`src/rtl/mac_pkg.sv`:
```
// Shared definitions for the MAC dot-product sequencer.
//   mac_dot_state_e : sequencer FSM states
//   MAC_LAT         : pipeline depth of the downstream MAC; sets how many
//                     zero-operand cycles are spent draining before capture
//   DRAIN_W         : width of the drain counter sized from MAC_LAT
package mac_pkg;

    typedef enum logic [2:0] {
        IDLE,
        CLEAR,
        RUN,
        DRAIN,
        OUT
    } mac_dot_state_e;

    localparam int MAC_LAT = 2;
    localparam int DRAIN_W = (MAC_LAT > 1) ? $clog2(MAC_LAT) : 1;

endpackage

```
`src/rtl/mac_dot_ctrl.sv`:
```
// Upstream sequencer for a signed, pipelined MAC. Accepts a vector of operand
// pairs over valid/ready, clears the MAC at vector start, gates operands into
// it, waits out the MAC latency and presents the dot product over valid/ready.
//
// Ports
//   clk, rst              clock; asynchronous active-high reset
//   start, len            begin a vector of len pairs (taken only when idle)
//   in_valid/in_ready     operand handshake, in_a/in_b signed operands
//   mac_clr, mac_a, mac_b drive the MAC (clear and operands)
//   mac_result            MAC accumulator
//   out_valid/out_ready   result handshake, out_data captured dot product
//   busy                  high whenever the sequencer is not idle
module mac_dot_ctrl
    import mac_pkg::*;
#(
    parameter  int WIDTH   = 8,
    parameter  int VEC_LEN = 16,
    localparam int CNT_W   = $clog2(VEC_LEN + 1)
) (
    input  logic               clk,
    input  logic               rst,
    input  logic               start,
    input  logic [CNT_W-1:0]   len,
    input  logic               in_valid,
    output logic               in_ready,
    input  logic [WIDTH-1:0]   in_a,
    input  logic [WIDTH-1:0]   in_b,
    output logic               mac_clr,
    output logic [WIDTH-1:0]   mac_a,
    output logic [WIDTH-1:0]   mac_b,
    input  logic [2*WIDTH-1:0] mac_result,
    output logic               out_valid,
    input  logic               out_ready,
    output logic [2*WIDTH-1:0] out_data,
    output logic               busy
);

    mac_dot_state_e     state_q, state_d;
    logic [CNT_W-1:0]   count_q, count_d;
    logic [CNT_W-1:0]   len_q, len_d;
    logic [DRAIN_W-1:0] drain_q, drain_d;
    logic               out_valid_q, out_valid_d;
    logic [2*WIDTH-1:0] out_data_q, out_data_d;
    logic               fire;

    assign in_ready  = (state_q == RUN);
    assign fire      = in_valid && in_ready;
    // The MAC clears synchronously, so holding mac_clr during reset leaves it
    // empty once reset releases, discarding any aborted partial sum.
    assign mac_clr   = rst || (state_q == CLEAR);
    assign busy      = (state_q != IDLE);
    assign out_valid = out_valid_q;
    assign out_data  = out_data_q;

    always_comb begin
        // NOTE: every output of this block gets a default before the case so
        // no path leaves a value unassigned and no latch is inferred.
        state_d     = state_q;
        count_d     = count_q;
        len_d       = len_q;
        drain_d     = drain_q;
        out_valid_d = out_valid_q;
        out_data_d  = out_data_q;
        mac_a       = '0;
        mac_b       = '0;

        case (state_q)
            IDLE: begin
                if (start) begin
                    len_d = (len > CNT_W'(VEC_LEN)) ? CNT_W'(VEC_LEN) : len;
                    if (len == '0) begin
                        // Empty vector: the dot product is zero, skip the MAC.
                        out_data_d  = '0;
                        out_valid_d = 1'b1;
                        state_d     = OUT;
                    end else begin
                        state_d = CLEAR;
                    end
                end
            end

            CLEAR: begin
                count_d = '0;
                state_d = RUN;
            end

            RUN: begin
                // Non-firing cycles feed zeros, which add nothing to the sum.
                if (fire) begin
                    mac_a   = in_a;
                    mac_b   = in_b;
                    count_d = count_q + CNT_W'(1);
                    if (count_q == len_q - CNT_W'(1)) begin
                        drain_d = '0;
                        state_d = DRAIN;
                    end
                end
            end

            DRAIN: begin
                // After MAC_LAT zero cycles the last product has reached the
                // accumulator, so capture on the final drain edge.
                if (drain_q == DRAIN_W'(MAC_LAT - 1)) begin
                    out_data_d  = mac_result;
                    out_valid_d = 1'b1;
                    state_d     = OUT;
                end else begin
                    drain_d = drain_q + DRAIN_W'(1);
                end
            end

            OUT: begin
                if (out_ready) begin
                    out_valid_d = 1'b0;
                    state_d     = IDLE;
                end
            end

            default: state_d = IDLE;
        endcase
    end

    // NOTE: sequential state uses non-blocking assignments so every flop
    // samples the values computed before this edge, independent of order.
    always_ff @(posedge clk or posedge rst) begin
        if (rst) begin
            state_q     <= IDLE;
            count_q     <= '0;
            len_q       <= '0;
            drain_q     <= '0;
            out_valid_q <= 1'b0;
            out_data_q  <= '0;
        end else begin
            state_q     <= state_d;
            count_q     <= count_d;
            len_q       <= len_d;
            drain_q     <= drain_d;
            out_valid_q <= out_valid_d;
            out_data_q  <= out_data_d;
        end
    end

endmodule

```
`config.mk`:
```
export PLATFORM = sky130hd
export DESIGN_NAME = mac_dot_ctrl
export DESIGN_NICKNAME = d
export VERILOG_FILES = /design/src/rtl/mac_pkg.sv /design/src/rtl/mac_dot_ctrl.sv
export SDC_FILE = /design/constraint.sdc
export NUM_CORES = 1
export LEC_CHECK = 0
export ABC_CLOCK_PERIOD_IN_PS = 1710
export BUFFER_PORTS_ARGS = -buffer_cell sky130_fd_sc_hd__buf_2
export CAP_MARGIN = 30
export CORE_MARGIN = 1.5
export CORE_UTILIZATION = 46
export CTS_CLUSTER_DIAMETER = 150
export DETAILED_ROUTE_END_ITERATION = 12
export HOLD_SLACK_MARGIN = 0.03
export PLACE_DENSITY = 0.79
export SYNTH_ARGS = -nofsm -noshare
export SYNTH_HDL_FRONTEND = slang
export SYNTH_SLANG_ARGS = --single-unit
```
`constraint.sdc`:
```
create_clock -name clk -period 1.71 [get_ports clk]
set_clock_uncertainty 0.05 [all_clocks]
set_input_delay 0.2565 -clock clk [delete_from_list [all_inputs] [get_ports clk]]
set_output_delay 0.2565 -clock clk [all_outputs]
set_load 0.03 [all_outputs]
```
==> flow_metrics.py, run 1 <==
metrics = {
    "power": {
        "p_leak_nw": 1.198,
        "swShare_pct": 45.83,
        "power.share.sequential_pct": 30.5,
        "vdd_ir_drop_max_uv": 902.2,
        "p_int_mw": 2.399,
        "power_frac_comb_pct": 60.4,
        "p_sw_mw": 2.030,
        "power.density_nw_per_um2": 1804,
        "clkPwrFrac_pct": 9.0,
        "finalPower_mw": 4.428,
    },
    "floorplan": {
        "rows": 21,
        "die_area_sq_um": 4013,
        "core_sq_um": 3416,
        "start_util_pct": 49.05,
        "num_io_pins": 78,
        "dieWidth_microns": 63.35,
        "die_height_microns": 63.35,
    },
    "yosys": {
        "syn-cell-area_sq_um": 1675,
        "synth_top_area_share_pct": 46.30,
        "muxShareOfSynthArea_pct": 10.90,
        "synthDistinctLibCells": 33,
        "synth_commonest_cells": "dfrtp_1, nand2_1, inv_1",
        "synth_most_common_cell": "dfrtp_1",
        "synth-edff-count": 0,
        "synth.area.top_cells": "dfrtp_1, mux2i_1, and2_1, nand2_1, inv_1",
        "synth_top_family_by_area": "simple AND/OR/NAND/NOR gates",
        "postSynth.asyncResetShare_pct": 100.0,
        "synth-seq-cells": 31,
        "synth_area_leader_cell": "dfrtp_1",
        "yosys.area_share.simple_pct": 23.23,
        "avgSynthCellArea_sq_um": 9.684,
        "yosysWarnings": 0,
        "synth_top_flop_cell": "dfrtp_1",
        "post_synth_xor_area_fraction_pct": 4.182,
        "synth-seq-area-share_pct": 46.30,
        "syn_nets": 217,
        "synthCells": 173,
        "synth_fa_ha_area_share_pct": 1.494,
        "synth_compound_area_share_pct": 5.751,
    },
    "hold_path": {
        "hp-start": "out_ready",
        "hold-path-endpoint": "state_q[2]",
        "holdCritPathClass": "primary input to flop",
        "worstHoldPathCells": 2,
    },
    "route": {
        "num_vias": 1527,
        "dr.pass1.iters": 3,
        "vias_per_cell": 4.863,
        "wl_mm": 4.044,
        "drcViolationCount": 0,
        "drt-initial-drc-count": 43,
        "ant_nets": 0,
        "wl_per_cell_microns": 12.88,
    },
    "sta": {
        "finalCritPeriodShare_pct": 105.0,
        "maxSlewHeadroom_pct": 68.66,
        "worst_slack_ns": -0.08502,
        "tightestPinTransition_ns": 0.4695,
        "slew_violations": 0,
        "fin_crit_ns": 1.795,
        "rsz0062_at_grt": "yes",
        "final-hold-violation-count": 0,
        "fmax_mhz": 557.1,
        "final-setup-viol-count": 17,
    },
    "status": {
        "violations": "negative setup slack",
        "status": "finished, violations left",
    },
    "cells_and_area": {
        "regArea_sq_um": 779.5,
        "fillers": 259,
        "area_growth_pct": 46.53,
        "multi_input_area_sq_um": 865.8,
        "design_area_sq_um": 2455,
        "nets": 311,
        "drive_gt1_share_pct": 47.76,
        "insertedDiodeCount": 0,
    },
    "setup_path": {
        "crit-reg2reg-launch": "state_q[0]",
        "crit_arrival_ns": 1.49,
        "critical_path_peak_fanout": 7,
        "cp.required_ns": 1.40,
        "worstSetupPathType": "flop to primary output",
        "ff2ff_setup_slack_ns": 0.02,
        "critPathCaptureType": "primary output",
        "cp-start-kind": "flop",
        "rr_worst_depth": 6,
        "r2r-end": "out_data[9]",
    },
    "clock_network": {
        "htreeDepth": 2,
        "path_clk_slew_ns": 0.09,
        "clk_latency_ns": 0.33,
        "cts_root_buf": "clkbuf_4",
        "cts_buffers": 5,
        "clk_path_buf_depth": 2,
        "tritoncts": "done",
        "cts.sinks": 31,
    },
    "placed_design": {
        "hpwl_mm": 2.644,
        "gp_congestion": 0.7570,
        "dp_slack_ns": 0.1050,
        "postPlaceCellArea_sq_um": 2135,
        "io_buffer_count": 77,
    },
    "global_route": {
        "globalRouteOverflowTotal": 0,
        "grt_pass1_vias": 1439,
        "grt_pass1_wl_mm": 6.637,
        "grt_use_total_pct": 21.02,
        "grt_max_degree": 22,
        "antenna_found_initial": 0,
    },
    "job": {
        "maxCapViolCount": 0,
    },
}
[state kept, by name, summed over array words and instances, names as in the netlist]
name       count
count_q        5
drain_q        1
len_q          5
out_data      16
out_valid      1
state_q        3
[placed cells by master, fill, tap and decap left out, drive strengths merged]
cell          n
or2           1
o21ai         5
xor2          5
o211ai        1
and2         17
nor4          1
xnor2         3
and3b         1
nor3          3
clkinv        1
dfrtp        31
o32a          1
a21o          3
nor2          7
mux2i        16
nand2        26
a31oi         1
clkbuf        7
inv          20
ha            2
buf          90
nand3         3
dlygate4sd3   1
nor3b         2
and4bb        4
nand2b        8
o21bai        1
a21oi         1
nand4         3
mux2          2
o311ai        1
[layer usage]
metal,routed length (microns),GRT usage (%),part of all wire (%),vias up
met3,228,4.464,5.6,4
met1,1762,26.60,44,712
met5,0,0,0,-
li1,-,-,-,758
met4,27,3.261,0.67,0
met2,2026,37.50,50,53
[worst max path at each step]
stage          slack (ns)        from  cells past startpoint  endpoint
6_report            -0.09  state_q[2]                      4   mac_clr
5_1_grt             -0.13  state_q[2]                      4   mac_clr
4_1_cts             -0.09  state_q[2]                      3  mac_b[2]
3_5_place_dp         0.11  state_q[0]                      3  mac_b[2]
3_3_place_gp         0.16  state_q[0]                      3  mac_a[0]
2_1_floorplan        0.07  state_q[2]                      4  mac_a[0]
[power by group through the flow]
stage | logic [mW] | registers [mW] | clock network [mW]
global route | 2.89 | 1.40 | 0.443
global placement | 2.19 | 1.30 | 0
CTS | 2.54 | 1.33 | 0.412
finish | 2.68 | 1.35 | 0.400
detailed placement | 2.24 | 1.32 | 0
floorplan | 1.31 | 1.66 | 0
[area by class of cell]
| type | count | share of cell area (%) |
|---|---|---|
| Clock buffer | 7 | 1.835 |
| Clock inverter | 1 | 0.2039 |
| Inverter | 20 | 3.058 |
| Multi-Input combinational cell | 118 | 35.27 |
| Sequential cell | 31 | 31.75 |
| Tap cell | 46 | 2.345 |
| Timing Repair Buffer | 91 | 25.54 |
[stage by stage]
step | hold slack [ns] | util, % | TNS [ns] | std cells
global placement | 0.2415 | 62.49 | 0 | 296
CTS | 0.05085 | 70.11 | -0.9952 | 312
global route | 0.05621 | 71.87 | -2.500 | 314
detailed placement | 0.2458 | 62.49 | 0 | 296
finish | 0.06383 | 71.87 | -1.065 | 314
floorplan | 0.3025 | - | 0 | 173
[logic make-up after synthesis]
logic type               after synthesis
XOR/XNOR                               8
AND/OR/NAND/NOR                       73
AO/OA/AOI/OAI                         14
buffers and inverters                 27
flip-flops                            31
adder cells (fa/ha/maj)                2
multiplexers                          18
[worst max-delay path, cell delays in order (launching register included)]
cell and delay [ns]:
dfrtp_2 0.47, buf_4 0.18, nor3b_2 0.22, or2_2 0.14, buf_4 0.15
[what timing repair did]
item,in CTS,in global routing
gates cloned,3,0
resized for setup,45,16
hold buffers,1,0
pin swaps,11,12
hold endpoints to repair,10,0
buffers inserted,4,2
endpoints found under the setup margin,17,37
No activity file was read; power rests on OpenSTA's default activity.
==> run 2, diff against run 1 <==
==> constraint.sdc (replaced) <==
create_clock -name clk -period 1.71 [get_ports clk]
set_clock_uncertainty 0.05 [all_clocks]
set_input_delay 0.0855 -clock clk [delete_from_list [all_inputs] [get_ports clk]]
set_output_delay 0.0855 -clock clk [all_outputs]
set_load 0.03 [all_outputs]
==> run 2 against run 1 <==
Compared with the run above: the flow now finishes without violations; total power down 3.7%; sequential cell count unchanged; routed wire length up 5.2%.
==> flow_metrics.py, run 2 (same netlist as run 1, synthesis figures left out) <==
metrics = {
    "sta": {
        "rsz0062_at_grt": "yes",
        "fin_crit_ns": 1.688,
        "slew_violations": 0,
        "finalCritPeriodShare_pct": 98.72,
        "final-hold-violation-count": 0,
        "fmax_mhz": 592.4,
        "final-setup-viol-count": 0,
        "maxSlewHeadroom_pct": 79.65,
        "tns_ns": 0,
        "tightestPinTransition_ns": 0.3053,
    },
    "status": {
        "status": "completed",
    },
    "setup_path": {
        "critPathCaptureType": "primary output",
        "crit_arrival_ns": 1.55,
        "path_buf_inv": 1,
        "cp.required_ns": 1.57,
        "cp_slowest_stage_delay_ns": 0.47,
        "critical_path_peak_fanout": 7,
        "critPathSlowestCell": "dfrtp_2",
        "cp_cell_sequence": "and4bb_4 -> and2_1 -> buf_2",
        "critPathTopFamily": "simple AND/OR/NAND/NOR gates",
        "cp-start-kind": "flop",
        "worstSetupPathType": "flop to primary output",
    },
    "cells_and_area": {
        "final_common_cell": "buf_2",
        "nets": 333,
        "design_area_sq_um": 2545,
        "layout_common_cells": "buf_2, dfrtp_1, nand2_1, dlygate4sd3_1, inv_1",
        "drive_gt1_share_pct": 37.37,
        "area_growth_pct": 51.90,
        "largest_register_ffs": 16,
        "fillers": 258,
        "insertedDiodeCount": 0,
    },
    "placed_design": {
        "io_buffer_count": 77,
        "gp_congestion": 0.7671,
        "hpwl_mm": 2.526,
        "postPlaceCellArea_sq_um": 2107,
    },
    "route": {
        "ant_nets": 0,
        "dr.pass1.iters": 4,
        "highest_layer": "met4",
        "met3WireLength_microns": 243,
        "wl_per_cell_microns": 12.70,
        "num_vias": 1599,
        "drcViolationCount": 0,
        "vias_per_cell": 4.773,
        "wl_met2_mm": 2.170,
        "wl_met1_mm": 1.801,
        "drt-initial-drc-count": 80,
        "wl_mm": 4.255,
    },
    "global_route": {
        "grt_max_degree": 25,
        "antenna_found_initial": 0,
        "grt_pass1_wl_mm": 6.879,
        "grt_pass1_vias": 1517,
        "grt_use_total_pct": 22.12,
        "globalRouteOverflowTotal": 0,
    },
    "power": {
        "power_frac_comb_pct": 57.8,
        "power.density_nw_per_um2": 1676,
        "vdd_ir_drop_max_uv": 827.5,
        "power.share.sequential_pct": 31.8,
        "p_leak_nw": 1.257,
        "clkPwrFrac_pct": 10.3,
        "p_sw_mw": 1.990,
        "swShare_pct": 46.66,
        "p_int_mw": 2.275,
    },
    "job": {
        "maxCapViolCount": 0,
    },
    "hold_path": {
        "holdCritPathClass": "primary input to async pin",
    },
    "clock_network": {
        "clk_latency_ns": 0.34,
        "clk_path_buf_depth": 2,
        "htreeDepth": 2,
        "tritoncts": "done",
        "path_clk_slew_ns": 0.10,
        "cts_root_buf": "clkbuf_4",
        "cts.sinks": 31,
        "cts_buffers": 5,
    },
    "floorplan": {
        "die_area_sq_um": 4013,
        "rows": 21,
        "num_io_pins": 78,
        "core_sq_um": 3416,
        "dieWidth_microns": 63.35,
        "start_util_pct": 49.05,
        "die_height_microns": 63.35,
    },
}
[run 2: repair_timing]
item | in CTS | in global routing
hold buffers | 25 | 0
resized for setup | 4 | 19
setup endpoints to repair | 16 | 19
gates cloned | 2 | 0
pin swaps | 2 | 2
hold endpoints to repair | 45 | 0
buffers inserted | 1 | 6
[run 2: stage by stage]
step	utilization (%)	cells	power (mW)	worst slack (ns)	hold slack, ns
2_1_floorplan	-	173	2.971	0.2449	0.1315
3_3_place_gp	61.69	294	3.460	0.1436	-0.009955
4_1_cts	71.87	329	4.080	0.0006088	0.1806
3_5_place_dp	61.69	294	3.511	0.09983	0.001513
5_1_grt	74.51	335	4.578	-0.03326	0.2000
6_report	74.51	335	4.266	0.02192	0.1893
[run 2: worst min-delay path, cell delays in order]
cell and delay (ns):
dlygate4sd3_1 0.53, buf_2 0.13, inv_1 0.23
[run 2: layer usage]
| metal | track usage (%) | up-vias |
|---|---|---|
| met2 | 37.11 | 59 |
| met1 | 27.26 | 737 |
| met5 | 0 | - |
| met3 | 5.357 | 4 |
| met4 | 8.967 | 0 |
| li1 | - | 799 |
[run 2: final cells by class]
cell class                      count  area (sq um)  share of cell area, %
Clock inverter                      1         5.005                 0.1967
Sequential cell                    31         779.5                  30.63
Tap cell                           46         57.56                  2.262
Inverter                           20         75.07                  2.950
Multi-Input combinational cell    117         797.0                  31.32
Clock buffer                        6         51.30                  2.016
Timing Repair Buffer              114         779.5                  30.63
[run 2: worst paths after layout]
check,start,endpoint,slack [ns],cells after the start
setup / recovery,state_q[2],mac_b[0],0.02,3
hold / removal,rst,count_q[0],0.19,3
setup reg to reg,state_q[2],len_q[4],0.08,4
hold reg to reg,out_valid,out_valid,0.44,1
max in group asynchronous,rst,state_q[1],0.80,4
min in group clk,start,len_q[3],0.19,4
[run 2: power groups by stage]
stage	clock, mW	combinational (mW)	sequential, mW
5_1_grt	0.498	2.68	1.40
3_3_place_gp	0	2.14	1.32
6_report	0.441	2.47	1.36
3_5_place_dp	0	2.17	1.34
2_1_floorplan	0	1.31	1.66
4_1_cts	0.448	2.29	1.35
